==> config.mk <==
export PLATFORM = sky130hd
export DESIGN_NAME = ps2_scancode_rx
export DESIGN_NICKNAME = d
export VERILOG_FILES = /design/src/rtl/ps2_scancode_rx.sv
export SDC_FILE = /design/constraint.sdc
export NUM_CORES = 1
export LEC_CHECK = 0
export CORE_UTILIZATION = 45
export DETAILED_ROUTE_END_ITERATION = 12
export SLEW_MARGIN = 40
export SYNTH_ARGS = -nofsm -noshare
export SYNTH_HDL_FRONTEND = slang
export SYNTH_SLANG_ARGS = --single-unit
==> constraint.sdc <==
create_clock -name clk -period 2.6 [get_ports clk]
set_clock_uncertainty 0.05 [all_clocks]
set_input_delay 0.78 -clock clk [delete_from_list [all_inputs] [get_ports clk]]
set_output_delay 0.78 -clock clk [all_outputs]
set_load 0.005 [all_outputs]
==> src/rtl/ps2_scancode_rx.sv <==
// ps2_scancode_rx -- PS/2 device-to-host scancode receiver.
//
// Purpose:
//   Receives 11-bit PS/2 frames: start 0, eight data bits LSB first, odd parity, stop 1.
//   Both raw lines are synchronized into clk. The PS/2 clock is then debounced by a
//   run-length filter. Each filtered 1->0 transition samples the data line.
//   A completed valid frame updates rx_scan_code and pulses interrupt for one cycle.
//   A bad start bit, stop bit or parity bit, or an inter-edge timeout, pulses frame_err
//   for one cycle.
//
// Parameters:
//   FILTER_LEN      consecutive equal samples needed to flip the filtered clock (2..16)
//   TIMEOUT_CYCLES  clk cycles without a falling edge before a partial frame is dropped
//
// Ports:
//   clk           system clock
//   reset         asynchronous, active-high reset
//   ps2_clk       raw PS/2 clock line (asynchronous)
//   ps2_data      raw PS/2 data line (asynchronous)
//   interrupt     one-cycle pulse: new valid byte on rx_scan_code
//   rx_scan_code  last valid byte, held until the next valid byte
//   frame_err     one-cycle pulse: framing/parity error or timeout
//
// Configuration:
//   PS2_PARITY_CHECK_EN  when defined, a parity mismatch invalidates the frame.
//                        When undefined, the parity bit is captured but ignored.

module ps2_scancode_rx #(
  parameter int unsigned FILTER_LEN     = 8,
  parameter int unsigned TIMEOUT_CYCLES = 56000
) (
  input  logic       clk,
  input  logic       reset,
  input  logic       ps2_clk,
  input  logic       ps2_data,
  output logic       interrupt,
  output logic [7:0] rx_scan_code,
  output logic       frame_err
);

  localparam int unsigned TmoW = $clog2(TIMEOUT_CYCLES + 1);

  typedef enum logic [1:0] {
    StIdle,
    StData,
    StParity,
    StStop
  } state_e;

  // ---------------------------------------------------------------------------
  // Synchronizers. They reset to 1 because an idle PS/2 line is high.
  // ---------------------------------------------------------------------------
  logic [1:0] clk_sync_q;
  logic [1:0] data_sync_q;
  logic       clk_s;
  logic       data_s;

  always_ff @(posedge clk or posedge reset) begin
    if (reset) begin
      clk_sync_q  <= 2'b11;
      data_sync_q <= 2'b11;
    end else begin
      clk_sync_q  <= {clk_sync_q[0], ps2_clk};
      data_sync_q <= {data_sync_q[0], ps2_data};
    end
  end

  assign clk_s  = clk_sync_q[1];
  assign data_s = data_sync_q[1];

  // ---------------------------------------------------------------------------
  // Clock filter. The history holds the last FILTER_LEN synchronized samples.
  // The filtered clock only flips once the whole history agrees.
  // ---------------------------------------------------------------------------
  logic [FILTER_LEN-1:0] hist_q;
  logic [FILTER_LEN-1:0] hist_d;
  logic                  filt_q;
  logic                  filt_d;
  logic                  all_low;
  logic                  all_high;
  logic                  fall;

  always_comb begin
    hist_d   = {hist_q[FILTER_LEN-2:0], clk_s};
    all_low  = (hist_q == '0);
    all_high = &hist_q;
    filt_d   = filt_q;
    if (all_low) begin
      filt_d = 1'b0;
    end else if (all_high) begin
      filt_d = 1'b1;
    end
  end

  // The fall event is asserted in the cycle in which filt_q is about to drop.
  // data_s is sampled in that same cycle.
  assign fall = filt_q & all_low;

  always_ff @(posedge clk or posedge reset) begin
    if (reset) begin
      hist_q <= '1;
      filt_q <= 1'b1;
    end else begin
      hist_q <= hist_d;
      filt_q <= filt_d;
    end
  end

  // ---------------------------------------------------------------------------
  // Frame FSM
  // ---------------------------------------------------------------------------
  state_e          state_q;
  state_e          state_d;
  logic [2:0]      bit_cnt_q;
  logic [2:0]      bit_cnt_d;
  logic [7:0]      shift_q;
  logic [7:0]      shift_d;
  logic            parity_q;
  logic            parity_d;
  logic [7:0]      code_d;
  logic            irq_d;
  logic            err_d;
  logic [TmoW-1:0] tmo_q;
  logic [TmoW-1:0] tmo_d;
  logic            timeout;
  logic            frame_ok;

`ifdef PS2_PARITY_CHECK_EN
  // Odd parity: the nine bits (data plus parity) must hold an odd number of ones.
  assign frame_ok = data_s & (^{shift_q, parity_q});
`else
  logic unused_parity;
  assign unused_parity = parity_q;
  assign frame_ok      = data_s;
`endif

  // The counter is always 0 in StIdle, so a timeout can only occur mid-frame.
  assign timeout = (tmo_q == TmoW'(TIMEOUT_CYCLES));

  always_comb begin
    state_d   = state_q;
    bit_cnt_d = bit_cnt_q;
    shift_d   = shift_q;
    parity_d  = parity_q;
    code_d    = rx_scan_code;
    irq_d     = 1'b0;
    err_d     = 1'b0;
    tmo_d     = tmo_q;

    if (timeout) begin
      // A timeout beats a coincident fall event. That edge is dropped.
      state_d   = StIdle;
      bit_cnt_d = 3'd0;
      shift_d   = 8'h00;
      err_d     = 1'b1;
      tmo_d     = '0;
    end else begin
      if (state_q == StIdle || fall) begin
        tmo_d = '0;
      end else begin
        tmo_d = tmo_q + TmoW'(1);
      end

      if (fall) begin
        case (state_q)
          StIdle: begin
            if (!data_s) begin
              state_d   = StData;
              bit_cnt_d = 3'd0;
              shift_d   = 8'h00;
            end else begin
              err_d = 1'b1;
            end
          end
          StData: begin
            shift_d   = {data_s, shift_q[7:1]};
            bit_cnt_d = bit_cnt_q + 3'd1;
            if (bit_cnt_q == 3'd7) begin
              state_d = StParity;
            end
          end
          StParity: begin
            parity_d = data_s;
            state_d  = StStop;
          end
          StStop: begin
            state_d = StIdle;
            if (frame_ok) begin
              irq_d  = 1'b1;
              code_d = shift_q;
            end else begin
              err_d = 1'b1;
            end
          end
          default: state_d = StIdle;
        endcase
      end
    end
  end

  always_ff @(posedge clk or posedge reset) begin
    if (reset) begin
      state_q      <= StIdle;
      bit_cnt_q    <= 3'd0;
      shift_q      <= 8'h00;
      parity_q     <= 1'b0;
      rx_scan_code <= 8'h00;
      interrupt    <= 1'b0;
      frame_err    <= 1'b0;
      tmo_q        <= '0;
    end else begin
      state_q      <= state_d;
      bit_cnt_q    <= bit_cnt_d;
      shift_q      <= shift_d;
      parity_q     <= parity_d;
      rx_scan_code <= code_d;
      interrupt    <= irq_d;
      frame_err    <= err_d;
      tmo_q        <= tmo_d;
    end
  end

endmodule

* Word-level counts from Yosys, hierarchy flattened
Index checks and enable logic that the tools add are counted.
W data, S select, Z words.
** Storage, ports and cells
- Output and inout bits :: 10
- Input bits :: 4
- Bits in registers :: 52
- Word-level logic and storage cells :: 57
** Operators by class
- Mux-type cells :: 25
- Add/sub/neg operators :: 2
- Bitwise gates (word level) :: 2
- Reduce and logical (&&, ||, !) cells :: 10
- Equal/unequal tests :: 7
** Operators with widths (number)
- $mux W16 :: 2
- $mux W8 :: 3
- $add A16 B1 Y16 const B :: 1
- $eq A16 B16 Y1 const B :: 1
- $pmux W8 S2 :: 1
- $mux W1 :: 9
- $mux W3 :: 3
- $logic_not A8 Y1 :: 1
- $mux W2 :: 4
- $pmux W2 S4 :: 1
- $reduce_and A8 Y1 :: 1
- $ne A3 B3 Y1 const B :: 2
- $pmux W3 S2 :: 1
- $reduce_and A3 Y1 :: 2
- $eq A2 B2 Y1 const B :: 2
- $reduce_and A4 Y1 :: 1
- $reduce_bool A2 Y1 :: 2
- $add A3 B1 Y3 const B :: 1
- $eq A3 B3 Y1 const B :: 1
- $reduce_bool A3 Y1 :: 1
- $eq A2 B1 Y1 const B :: 1
- $logic_not A2 Y1 :: 1
- $pmux W1 S2 :: 1
- $and A1 B1 Y1 :: 1
- 2 further kinds :: 2

* Logic depth before layout (Yosys ltp)
- Depth in word-level cells :: 5
- Gate-level depth with buffers :: 8
- Mapped depth without buffers :: 6

* Worst setup path before layout
OpenSTA, ideal clock, no wires.
- Path kind :: reg-to-reg
- Start :: register tmo_q[0]
- End :: register tmo_q[10]
- Required time :: 2.431 ns
- Stages on the path, launching flop included :: 9
- Setup time :: 0.119 ns
- Slack :: 0.538 ns
- Arrival :: 1.893 ns
- Path buffers :: 2
- Cells stage by stage :: dfrtp_1 inv_1 ha_1 or4b_1 nor4_4 or3_1 buf_4 buf_6 nor2_1
** On the way
- Longest elaborated chain between the ends :: 3
- Elaborated cells on any way between the ends :: 4
- Those cells by class :: 1 x add/sub; 1 x eq/ne; 2 x mux
** RTL lines
- from (decl) :: line 123 : logic [TmoW-1:0] tmo_q;
- from (signal assigned) :: line 219 : tmo_q <= tmo_d;
- $add A16 B1 Y16 :: line 161 : tmo_d = tmo_q + TmoW'(1);
- $mux W16 :: line 158 : if (state_q == StIdle || fall) begin
- $mux W16 (*) :: line 150 : if (timeout) begin
- named net tmo_d[10] :: line 124 : logic [TmoW-1:0] tmo_d;
The timed path passes the listed nets; every way through them passes the cells marked *.
A chain may end at the register's enable or synchronous reset.

* Worst setup path after layout
- Start :: register tmo_q[0]
- End :: register tmo_q[3]
Same word-level chain as after synthesis.

==> run summary <==
outcome: finished clean
CTS tree: built
antenna cells: 0
R2R cell count: 6
vias in the first global route: 1546
M1 GR Usage: 22.3%
fin nets: 235
area grow syn2layout: 13.9%
Top Usage Layer GRT: met2
dpl ws: 0.338 ns
critical path arrival: 2.34 ns
fraction of registers with async set/reset: 100%
Tcrit/Tclk final: 85.5%
iteration count of the initial detailed-routing pass: 4
Worst-Margin Slew: 0.499 ns
CTS root buffer: clkbuf_8
final global-route overflow total: 0
Post-synth EDFFs: 0
final worst slack: 0.378 ns
CTS max path bufs: 2
initial antenna violation count: 0
Area after DPL: 2510 sq um
die footprint: 5370 sq um
Rows: 25
leakage power: 1.05 nW
share of cells above drive strength 1: 17.0%
io pins: 14
net switching power: 0.000284 W
reg2reg start: tmo_q[0]
YS warnings: 0
post-synth top area share: 42.6%
WL per Instance: 14.3 microns
synthesized cell area: 2290 sq um
# DRC: 0
Clock power frac: 34.8%
Setup TNS: 0 ns
Total GRT Usage: 17.6%
Seq/Total Area, Yosys: 57.6%
reg2reg setup slack: 0.38 ns
FF-to-FF End: tmo_q[3]
syn_area_per_cell: 11.1 sq um
initial DRC count: 155
I/O Buffers: 13
core region area: 4820 sq um
die height: 73.3 microns
largest net degree at the start of global routing: 53
Cell variety after synth: 30
hold_buf cts: 0
Synth Instances: 206
CTS buffer count: 5
peak supply drop: 0.000267 V
Post-synth top cells: 39 x dfrtp_1, 21 x nor2_1, 16 x o21ai_0
Syn Nets: 218
Slew headroom: 66.7%
crit path kind: flip-flop to flip-flop
Critical Path RT: 2.72 ns
Pint: 0.00106 W
Critical Path Sink Type: flip-flop
largest area contributor in the netlist: dfrtp_1
post-route cell area: 2610 sq um
peak fanout along the critical path: 16
Clk Latency, worst-skew pair: 0.30 ns
fmax: 450 MHz
Hold Path Depth: 0
Comb pwr share: 2.9%
Clock Sinks: 52
Vias: 1613
Final GP Congestion: 0.832
first-pass GRT wire length: 7180 microns
initial core utilization: 47.5%
met2 Track Usage GR: 28.8%
hold_sp: clk_sync_q[1]
Final Critical Period: 2.22 ns
synth top area cells: dfrtp_1 43%, dfstp_2 15%, ha_1 4.4%, xnor2_1 4.2%, nand4_1 4.1%
PD cells: 515 nW/um^2
H-tree depth: 2
dominant cell by count in the synthesized netlist: dfrtp_1
final WL: 4150 microns
Finish-stage setup viols: 0
sw frac: 21.1%
die span in x: 73.3 microns
RSZ-0062 raised after global routing: false
Slew Viols, Final: 0
post_cts resized: 0
sink of the worst hold path: hist_q[0]
crit start category: flip-flop
Synth Flop Type: dfrtp_1
max-cap violations: 0
met3 usage: 3.84%
HP Class: flip-flop to flip-flop
sequential share of power: 62.3%
final hold vios: 0
post-CTS setup buffer count: 0
Final ANT Viol Nets: 0
Reg clk slew, reported paths: 0.09 ns
DP HPWL: 2790 microns
flops & latches, synth: 52
vias per cell: 5.54
==> cell families (layout without fill, tap and decap cells) <==
logic type      Yosys count  in the layout  synth area share [%]
simple gates             72             72                  17.9
flops                    52             52                  57.6
compound gates           33             33                  7.49
xor+xnor                 13             13                  4.98
fa+ha+maj                 8              8                  4.37
buf+inv                  20             38                  3.77
mux                       8              8                  3.94
==> final cells by class <==
class,instances,area [sq um]
fillers,435,2210
multi-input cells,134,885
clock inverters,1,6.26
repair buffers,19,188
inverters,11,41.3
flip-flops and latches,52,1320
clock buffers,7,86.3
well taps,67,83.8
==> through the flow <==
step | utilization, % | instances | hold slack, ns | total power (W)
6_report | 54.1 | 291 | 0.309 | 0.00134
5_1_grt | 54.1 | 291 | 0.315 | 0.00140
4_1_cts | 54.1 | 291 | 0.309 | 0.00136
3_5_place_dp | 52.2 | 283 | 0.297 | 0.000892
3_3_place_gp | 52.2 | 283 | 0.296 | 0.000890
2_1_floorplan | - | 206 | 0.295 | 0.000873
==> flip-flops by register name, summed over array words and instances, names as in the netlist, 2 cells and up <==
name,count
clk_sync_q,2
bit_cnt_q,3
data_sync_q,2
rx_scan_code,8
hist_q,8
tmo_q,16
shift_q,8
state_q,2
==> worst max-delay path: stages (launching register included) <==
cell and delay, ns:
dfrtp_1 0.43, inv_1 0.08, ha_1 0.13, or4b_1 0.48
nor4_4 0.33, or3_1 0.48, nor2_1 0.12
==> power groups by stage <==
stage | logic [W] | registers, W | clock network (W)
after floorplan | 0.0000234 | 0.000850 | 0
after global placement | 0.0000387 | 0.000851 | 0
after detailed placement | 0.0000403 | 0.000852 | 0
after CTS | 0.0000403 | 0.000837 | 0.000478
after global routing | 0.0000443 | 0.000839 | 0.000515
final | 0.0000392 | 0.000837 | 0.000467
==> worst max-delay path by stage <==
stage | from | to | slack [ns] | depth (start not counted)
after floorplan | reset | bit_cnt_q[0] | 0.53 | 1
after global placement | tmo_q[0] | tmo_q[3] | 0.42 | 6
after detailed placement | tmo_q[0] | tmo_q[3] | 0.34 | 6
after CTS | tmo_q[0] | tmo_q[3] | 0.34 | 6
after global routing | tmo_q[0] | tmo_q[6] | 0.19 | 6
final | tmo_q[0] | tmo_q[3] | 0.38 | 6
==> layer usage <==
metal,wire [microns],share of wire [%]
met5,0,0
met1,1870,45
met2,2030,49
met4,87,2.1
met3,159,3.8
==> cells in the final DEF (no fill, tap or decap), drive strengths merged, types with 5 or more instances in the layout <==
master / n
a21oi: 14
nor2: 21
mux2: 8
nor4: 8
ha: 8
dfrtp: 39
clkdlybuf4s50: 13
o21ai: 16
dfstp: 13
clkbuf: 7
nand4: 15
nor3: 5
buf: 6
nand3: 7
xnor2: 11
nand2: 7
inv: 12
No activity file was read; power rests on OpenSTA's default activity.
